**src/rtl/sata_fis_pkg.sv**
```systemverilog
// sata_fis_pkg: shared constants for the SATA command FIS engine.
//   - FIS type codes for Register H2D (host->device) and Register D2H
//   - ATA DMA EXT command opcodes
//   - bit positions inside the 8-bit AXI-Stream tuser {drop,err,keep[3:0],sop,eop}
//   - FSM state encoding
//   - sector_count(): byte length to 512-byte sector count
package sata_fis_pkg;

  localparam logic [7:0] FIS_TYPE_REG_H2D      = 8'h27;
  localparam logic [7:0] FIS_TYPE_REG_D2H      = 8'h34;
  localparam logic [7:0] ATA_CMD_READ_DMA_EXT  = 8'h25;
  localparam logic [7:0] ATA_CMD_WRITE_DMA_EXT = 8'h35;
  localparam logic [7:0] H2D_FLAG_CMD          = 8'h80;  // C bit: FIS carries a command
  localparam logic [7:0] DEV_LBA_MODE          = 8'h40;  // device register, LBA addressing

  localparam int TU_EOP     = 0;
  localparam int TU_SOP     = 1;
  localparam int TU_KEEP_LO = 2;
  localparam int TU_KEEP_HI = 5;
  localparam int TU_ERR     = 6;
  localparam int TU_DROP    = 7;

  typedef enum logic [1:0] {
    ST_IDLE     = 2'd0,
    ST_SEND     = 2'd1,
    ST_WAIT_D2H = 2'd2
  } state_t;

  // Rounds the byte length up to whole sectors. A length of zero encodes
  // the maximum transfer of 2^23 bytes, i.e. 16384 sectors.
  function automatic logic [15:0] sector_count(input logic [22:0] len);
    logic [15:0] cnt;
    cnt = {2'b00, len[22:9]} + {15'd0, |len[8:0]};
    if (len == 23'd0) cnt = 16'd16384;
    return cnt;
  endfunction

endpackage

```
**src/rtl/sata_cmd_fis.sv**
```systemverilog
// sata_cmd_fis: issues one ATA READ/WRITE DMA EXT command as a Register H2D
// FIS and waits for the device's Register D2H FIS (or a timeout).
// Ports:
//   clk, rst_n            clock, asynchronous active-low reset
//   cmd_dat[70:0]         {len[22:0] bytes, addr[47:0] byte address}
//   cmd_wr                0 = write, 1 = read
//   cmd_req / cmd_ack     command request, one-cycle acknowledge in IDLE
//   m_axis_fis_*          outgoing H2D FIS, 5 DWs, tuser {drop,err,keep,sop,eop}
//   s_axis_fis_*          incoming FIS stream, always ready after reset
//   busy                  command in flight (SEND or WAIT_D2H)
//   cmd_done / cmd_err    one-cycle completion pulse; err when status ERR or BSY
//   cmd_timeout           one-cycle pulse when no D2H arrived in TIMEOUT cycles
//   ata_status/ata_error  status and error bytes of the last accepted D2H FIS
module sata_cmd_fis
  import sata_fis_pkg::*;
#(
  parameter int TIMEOUT = 150000000
) (
  input  logic        clk,
  input  logic        rst_n,
  input  logic [70:0] cmd_dat,
  input  logic        cmd_wr,
  input  logic        cmd_req,
  output logic        cmd_ack,
  output logic [31:0] m_axis_fis_tdata,
  output logic [7:0]  m_axis_fis_tuser,
  output logic        m_axis_fis_tvalid,
  input  logic        m_axis_fis_tready,
  input  logic [31:0] s_axis_fis_tdata,
  input  logic [7:0]  s_axis_fis_tuser,
  input  logic        s_axis_fis_tvalid,
  output logic        s_axis_fis_tready,
  output logic        busy,
  output logic        cmd_done,
  output logic        cmd_err,
  output logic        cmd_timeout,
  output logic [7:0]  ata_status,
  output logic [7:0]  ata_error
);

  localparam logic [31:0] TIMEOUT_LAST = 32'(TIMEOUT - 1);

  state_t      state;
  logic [2:0]  word_cnt;
  logic        wr_r;
  logic [38:0] lba_hi;      // addr[47:9]; LBA upper 9 bits are always zero
  logic [15:0] count_r;
  logic [31:0] tmo_cnt;
  logic        s_ready_r;   // low in reset, high from the first clock after
  logic        in_frame;    // inside a D2H frame whose sop has been seen
  logic        frame_ok;    // that frame still qualifies
  logic [7:0]  cap_status;
  logic [7:0]  cap_error;

  logic [47:0] lba;
  logic [31:0] dw;
  logic        sending;
  logic        rx_beat, rx_sop, rx_eop, rx_clean, rx_ok, rx_done, tmo_hit;
  logic [7:0]  rx_status, rx_error;
  logic        unused_bits;

  assign lba     = {9'b0, lba_hi};
  assign sending = (state == ST_SEND);
  assign busy    = (state != ST_IDLE);

  // Gated by s_ready_r so that a request held during reset is not acked.
  assign cmd_ack = (state == ST_IDLE) && cmd_req && s_ready_r;

  // NOTE: every signal written in always_comb gets a default first, so no
  // path through the case statement can infer a latch.
  always_comb begin
    dw = 32'h0;
    case (word_cnt)
      3'd0: dw = {8'h00, wr_r ? ATA_CMD_READ_DMA_EXT : ATA_CMD_WRITE_DMA_EXT,
                  H2D_FLAG_CMD, FIS_TYPE_REG_H2D};
      3'd1: dw = {DEV_LBA_MODE, lba[23:0]};
      3'd2: dw = {8'h00, lba[47:24]};
      3'd3: dw = {16'h0000, count_r};
      default: dw = 32'h0;
    endcase
  end

  assign m_axis_fis_tvalid = sending;
  assign m_axis_fis_tdata  = sending ? dw : 32'h0;
  assign m_axis_fis_tuser  = sending ? {1'b0, 1'b0, 4'b1111, word_cnt == 3'd0, word_cnt == 3'd4}
                                     : 8'h00;
  assign s_axis_fis_tready = s_ready_r;

  // Incoming frame qualification: the sop word decides the FIS type, and a
  // drop/err flag on any word of the frame disqualifies the whole frame.
  assign rx_beat   = (state == ST_WAIT_D2H) && s_axis_fis_tvalid && s_ready_r;
  assign rx_sop    = s_axis_fis_tuser[TU_SOP];
  assign rx_eop    = s_axis_fis_tuser[TU_EOP];
  assign rx_clean  = !s_axis_fis_tuser[TU_DROP] && !s_axis_fis_tuser[TU_ERR];
  assign rx_ok     = rx_sop ? (s_axis_fis_tdata[7:0] == FIS_TYPE_REG_D2H) && rx_clean
                            : in_frame && frame_ok && rx_clean;
  assign rx_done   = rx_beat && rx_eop && rx_ok;
  // A single-word frame completes with the status bytes of that very word.
  assign rx_status = rx_sop ? s_axis_fis_tdata[23:16] : cap_status;
  assign rx_error  = rx_sop ? s_axis_fis_tdata[31:24] : cap_error;
  assign tmo_hit   = (state == ST_WAIT_D2H) && (tmo_cnt == TIMEOUT_LAST);

  assign unused_bits = &{1'b0, cmd_dat[8:0], s_axis_fis_tdata[15:8],
                         s_axis_fis_tuser[TU_KEEP_HI:TU_KEEP_LO]};

  // NOTE: sequential state uses non-blocking assignments only, so every
  // register samples the values from before this clock edge.
  always_ff @(posedge clk or negedge rst_n) begin
    if (!rst_n) begin
      state       <= ST_IDLE;
      word_cnt    <= 3'd0;
      wr_r        <= 1'b0;
      lba_hi      <= '0;
      count_r     <= 16'd0;
      tmo_cnt     <= 32'd0;
      s_ready_r   <= 1'b0;
      in_frame    <= 1'b0;
      frame_ok    <= 1'b0;
      cap_status  <= 8'h00;
      cap_error   <= 8'h00;
      ata_status  <= 8'h00;
      ata_error   <= 8'h00;
      cmd_done    <= 1'b0;
      cmd_err     <= 1'b0;
      cmd_timeout <= 1'b0;
    end else begin
      s_ready_r   <= 1'b1;
      cmd_done    <= 1'b0;
      cmd_err     <= 1'b0;
      cmd_timeout <= 1'b0;
      case (state)
        ST_IDLE: begin
          if (cmd_ack) begin
            wr_r     <= cmd_wr;
            lba_hi   <= cmd_dat[47:9];
            count_r  <= sector_count(cmd_dat[70:48]);
            word_cnt <= 3'd0;
            state    <= ST_SEND;
          end
        end
        ST_SEND: begin
          if (m_axis_fis_tready) begin
            if (word_cnt == 3'd4) begin
              state    <= ST_WAIT_D2H;
              tmo_cnt  <= 32'd0;
              in_frame <= 1'b0;
              frame_ok <= 1'b0;
            end else begin
              word_cnt <= word_cnt + 3'd1;
            end
          end
        end
        ST_WAIT_D2H: begin
          if (rx_beat) begin
            if (rx_sop) begin
              cap_status <= s_axis_fis_tdata[23:16];
              cap_error  <= s_axis_fis_tdata[31:24];
            end
            in_frame <= !rx_eop && (rx_sop || in_frame);
            frame_ok <= rx_ok;
          end
          // A qualifying eop takes priority over a simultaneous expiry.
          if (rx_done) begin
            ata_status <= rx_status;
            ata_error  <= rx_error;
            cmd_done   <= 1'b1;
            cmd_err    <= rx_status[0] || rx_status[7];
            state      <= ST_IDLE;
          end else if (tmo_hit) begin
            cmd_timeout <= 1'b1;
            state       <= ST_IDLE;
          end else begin
            tmo_cnt <= tmo_cnt + 32'd1;
          end
        end
        default: state <= ST_IDLE;
      endcase
    end
  end

endmodule

```
**config.mk**
```make
export PLATFORM = sky130hd
export DESIGN_NAME = sata_cmd_fis
export DESIGN_NICKNAME = d
export VERILOG_FILES = /design/src/rtl/sata_fis_pkg.sv /design/src/rtl/sata_cmd_fis.sv
export SDC_FILE = /design/constraint.sdc
export NUM_CORES = 1
export LEC_CHECK = 0
export ABC_AREA = 1
export BUFFER_PORTS_ARGS = -buffer_cell sky130_fd_sc_hd__buf_2
export CAP_MARGIN = 25
export CORE_MARGIN = 4
export CORE_UTILIZATION = 54
export DETAILED_ROUTE_END_ITERATION = 8
export PLACE_DENSITY = 0.84
export SYNTH_ARGS = -nofsm -noshare
export SYNTH_HDL_FRONTEND = slang
export SYNTH_SLANG_ARGS = --single-unit
```
**constraint.sdc**
```tcl
create_clock -name clk -period 2.19 [get_ports clk]
set_input_delay 0.438 -clock clk [delete_from_list [all_inputs] [get_ports clk]]
set_output_delay 0.438 -clock clk [all_outputs]
set_load 0.02 [all_outputs]
```
-- Yosys cells after proc, flatten, opt, wreduce, memory -nomap -nowiden
Cells that the tools add are included.
- bits in registers: 131
- input port bits: 117
- output and inout port bits: 63
- $add $sub $neg: 3
- eq/ne operators: 16
- muxes and demuxes: 36
- reductions and logical operators: 31
- operators with widths (kind ; count):
    32-bit 2-to-1 mux ; 5
    31-bit one-hot mux with 4 select lines ; 1
    32-bit one-hot mux with 2 select lines ; 1
    32-bit by 1-bit adder with 32-bit output (second input constant) ; 1
    32-bit by 28-bit equality test with 1-bit output (second input constant) ; 1
    23-bit zero test ; 1
    8-bit 2-to-1 mux ; 2
    14-bit by 1-bit adder with 15-bit output ; 1
    15-bit 2-to-1 mux ; 1
    1-bit logical AND ; 12
    1-bit 2-to-1 mux ; 12
    2-bit inequality test (second input constant) ; 6
    4-bit AND reduction ; 3
    2-bit 2-to-1 mux ; 5
    3-bit 2-to-1 mux ; 3
    9-bit OR reduction ; 1
    8-bit by 6-bit equality test with 1-bit output (second input constant) ; 1
    3-bit by 2-bit equality test with 1-bit output (second input constant) ; 2
    6-bit 2-to-1 mux ; 1
    2-bit one-hot mux with 3 select lines ; 1
    3-bit one-hot mux with 2 select lines ; 1
    2-bit AND reduction ; 3
    2-bit nonzero test ; 3
    5-bit 2-to-1 mux ; 1
    other kinds (13) ; 17

-- Depth between registers and ports, before layout
- depth in word-level cells: 7
- depth in mapped cells: 13

-- Worst setup path before layout
No wires, ideal clock.
- path type: register -> output
- from: register word_cnt[1]
- to: output port m_axis_fis_tdata[17]
- data arrival time: 1801 ps
- required time: 1752 ps
- path slack: -49 ps
- stages on the path, launching flop included: 8
- cells stage by stage: dfrtp_1 -> inv_1 -> ha_1 -> clkbuf_1 -> nand2_1 -> nor2_1 -> inv_1 -> nor2_1
- word-level cells in the longest chain between the ends: 3
- RTL lines (element ; line ; text):
    from (decl) ; sata_cmd_fis.sv:44 ; logic [2:0] word_cnt;
    from (signal assigned) ; sata_cmd_fis.sv:149 ; word_cnt <= word_cnt + 3'd1;
    3-bit by 2-bit equality test with 1-bit output (tied with other cells) ; sata_cmd_fis.sv:73 ; case (word_cnt)
    31-bit one-hot mux with 4 select lines (*) ; sata_cmd_fis.sv:73 ;
    32-bit 2-to-1 mux (*) ; sata_cmd_fis.sv:84 ; assign m_axis_fis_tdata = sending ? dw : 32'h0;
    to (decl) ; sata_cmd_fis.sv:25 ; output logic [31:0] m_axis_fis_tdata,
Every way passes the cells marked *; elsewhere a longest branch is shown, timed or not.

-- Worst setup path in the final report
- from: register word_cnt[1]
- to: output port m_axis_fis_tdata[1]
Same word-level chain as after synthesis.

==> key figures <==
STA
  • Hold Vio Cnt, Final: 0
  • FMAX: 437 MHz
  • Final setup viols: 17
  • Final Slew Violations: 0
  • Max Clock Skew: 0.00742 ns
  • Worst slew margin: 0.622
  • Fin crit share: 1.05
  • Worst Max-Slew Pin Slew: 0.566 ns
  • Post-layout min period: 2.29 ns
  • Post-route setup TNS: -0.737 ns
  • Worst Slack Setup Final: -0.100 ns
  • RSZ-0062 raised after global routing: true

Power
  • Sequential share of power: 0.340
  • Worst VDD drop: about 0.96 mV
  • Psw: 0.00373 W
  • Pwr Total: roughly 0.010 W
  • Lkg Pwr: slightly below 5 nW
  • Pint: roughly 0.0063 W
  • Clock network power share: 0.294
  • Pwr dens: between 1000 and 1500 nW/um^2
  • Sw Ratio: 0.370
  • Combinational power share: 0.366

Global routing
  • Grt ovf: 0
  • Tot GR Track Use: 0.259
  • Vias in the first global route: 7,143
  • Global-route wire length before repair: 33,100 um
  • Largest net degree at the start of global routing: 55
  • Antenna violations before repair: 1

Layout
  • Post-Layout Cell Count: 1,408
  • # fillers: 1,069
  • Antenna fix cells: 0
  • Area Overhead vs Synth: 27.0%
  • Final #Nets: 1,344
  • Fraction of layout cells with a size suffix above 1: 0.224

Detailed routing
  • DR vias: 7,308
  • WL met2: roughly 10,000 um
  • Highest metal used: met5
  • Vias per cell: about 5.2
  • Detailed-route DRC error count: 0
  • Pre-antenna DRT Iters: 6
  • Per-cell routed wire length: 14.7 um
  • Antenna Violating Nets Remaining: 0
  • Initial drt markers: 466
  • Met3 WL post-DR: 1270 um
  • Routed WL: a little over 20,000 um
  • WL met1: 8340 um

Placement
  • Port Buffers: 149
  • Final Wtd Congestion: 0.878
  • Post-DP HPWL: 13,700 um
  • Placed insts: 1,368

Worst hold path
  • Hold path cells: 3
  • Worst Hold Class: in -> reg

Floorplanning
  • DIE AREA: 15,500 sq um
  • Io pins: 180
  • Die X: between 100 and 150 um
  • Std cell rows: 42
  • Area of the core: 13,200 sq um
  • Starting Density: 0.553
  • Die Y: 124 um

Synth
  • Ys async rst share: 1.00
  • Top FF cell, synth: dfrtp_1
  • Flops & latches, synth: 130
  • Number of synthesized flops with an enable pin: 0
  • Mapped Cells: around 1,100
  • Yosys warning count: 0
  • Sequential share of the synthesized area: 0.444
  • Netlist cell types: 33
  • Post-Syn Area per Cell: 6.92 sq um
  • Mapped Area: ~7300 sq um

CTS
  • Clock transition at path regs: 0.06 ns
  • Clock buffer depth: 2
  • CTS root buf: clkbuf_16
  • TritonCTS clock tree: done
  • CTS buffer count: 17
  • Worst skew pair latency: ~0.42 ns
  • CTS sink count: 130
  • CTS H-Tree Depth: 4

Setup path
  • Worst Reg-to-Reg Cells: 9
  • Endpoint class of the critical path: output port
  • Crit path kind: reg -> out
  • CP max FO: 7
  • Setup crit start kind: flip-flop
  • Worst Path Required: 1.75 ns
  • Worst EP arrival: between 1.5 and 2 ns

Status
  • Status: finished, violations left
  • Failing checks: negative setup slack

Run
  • Max-Cap Viols: 0
[final cells by class]
cell class              count  area [sq um]  area share
multi-input cells         782          3630       0.390
repair buffers            183          1180       0.127
flip-flops and latches    130          3250       0.350
well taps                 176           220      0.0237
clock buffers              18           439      0.0472
inverters                 105           402      0.0432
clock inverters            14           176      0.0190
[cells by family after synthesis]
group / count (synthesis) / share of synthesized area
compound gates: 74 / 0.0548
other cells: 2 / 0.00102
fa+ha+maj: 8 / 0.0137
simple gates: 670 / 0.369
xor+xnor: 20 / 0.0239
flops: 130 / 0.444
buf+inv: 155 / 0.0934
[power by group through the flow]
stage	combinational [W]	sequential, W	clock, W
after floorplan	0.00190	0.00330	0
after global placement	0.00270	0.00336	0
after detailed placement	0.00276	0.00337	0
after CTS	0.00324	0.00338	0.00298
after global routing	0.00401	0.00347	0.00310
final	0.00368	0.00342	0.00296
[flip-flops by register name (all words and copies together) (netlist names), 2 cells and up]
register,flops
lba_hi,39
tmo_cnt,32
count_r,15
ata_error,8
ata_status,8
cap_error,8
cap_status,8
word_cnt,3
state,2
[placed cells by master (no fill, tap or decap), types with 17 or more instances in the layout]
cell / instances
buf_2: 126
buf_4: 30
buf_6: 23
clkbuf_16: 17
dfrtp_1: 129
inv_1: 92
nand2_1: 457
nand3_1: 60
nor2_1: 83
o21ai_0: 51
[synth_stat cells, types with 3 or more instances]
library cell	instances	share of area
nor3_1	14	0.0096
buf_4	13	0.013
a31oi_1	5	0.0043
inv_1	102	0.052
dfrtp_1	130	0.44
o21bai_1	4	0.0041
xor2_1	16	0.019
a21oi_1	8	0.0055
nand2_1	472	0.24
or2_2	4	0.0034
nand4_1	12	0.010
inv_2	3	0.0015
ha_1	8	0.014
buf_2	10	0.0068
nor2_2	4	0.0034
nand3_1	62	0.042
o21ai_0	51	0.035
o211ai_1	3	0.0031
buf_6	4	0.0061
clkbuf_1	21	0.011
nand3b_1	5	0.0051
nor2_1	90	0.046
xnor2_1	4	0.0048
[routing by layer]
metal / vias to the layer above / track usage
met5: - / 0
met4: 2 / 0.106
met3: 58 / 0.0639
met2: 266 / 0.438
met1: 3414 / 0.317
li1: 3568 / -
[worst max-delay path, cell delays in order (launching register included)]
cell and delay [ns]:
dfrtp_2 0.44, ha_2 0.21, ha_4 0.18, buf_6 0.14, a21oi_1 0.15, a31oi_2 0.12, buf_4 0.18
[through the flow]
step / instance area (sq um) / hold WS [ns] / setup slack [ns] / util
floorplan: 7360 / 0.142 / 0.0603 / -
global placement: 8270 / 0.329 / -0.0642 / 0.625
detailed placement: 8270 / 0.333 / -0.120 / 0.625
CTS: 9140 / 0.190 / -0.0707 / 0.690
global route: 9310 / 0.205 / -0.152 / 0.703
finish: 9310 / 0.201 / -0.100 / 0.703
[final timing paths]
path / from / end / slack, ns
max reg2reg: tmo_cnt[0] / tmo_cnt[12] / 0.27
max in group asynchronous: rst_n / lba_hi[19] / 1.17
max: word_cnt[1] / m_axis_fis_tdata[1] / -0.10
min reg2reg: ata_status[7] / ata_status[7] / 0.48
min: cmd_dat[29] / lba_hi[20] / 0.20
min in group asynchronous: rst_n / lba_hi[8] / 0.44
[what timing repair did]
action	CTS	global route
pin swaps	9	7
endpoints found under the setup margin	24	52
hold endpoints to repair	14	0
hold buffers	1	0
buffers inserted	4	1
cloned	2	0
resized for setup	65	45
Power figures use the tool's default switching activity.
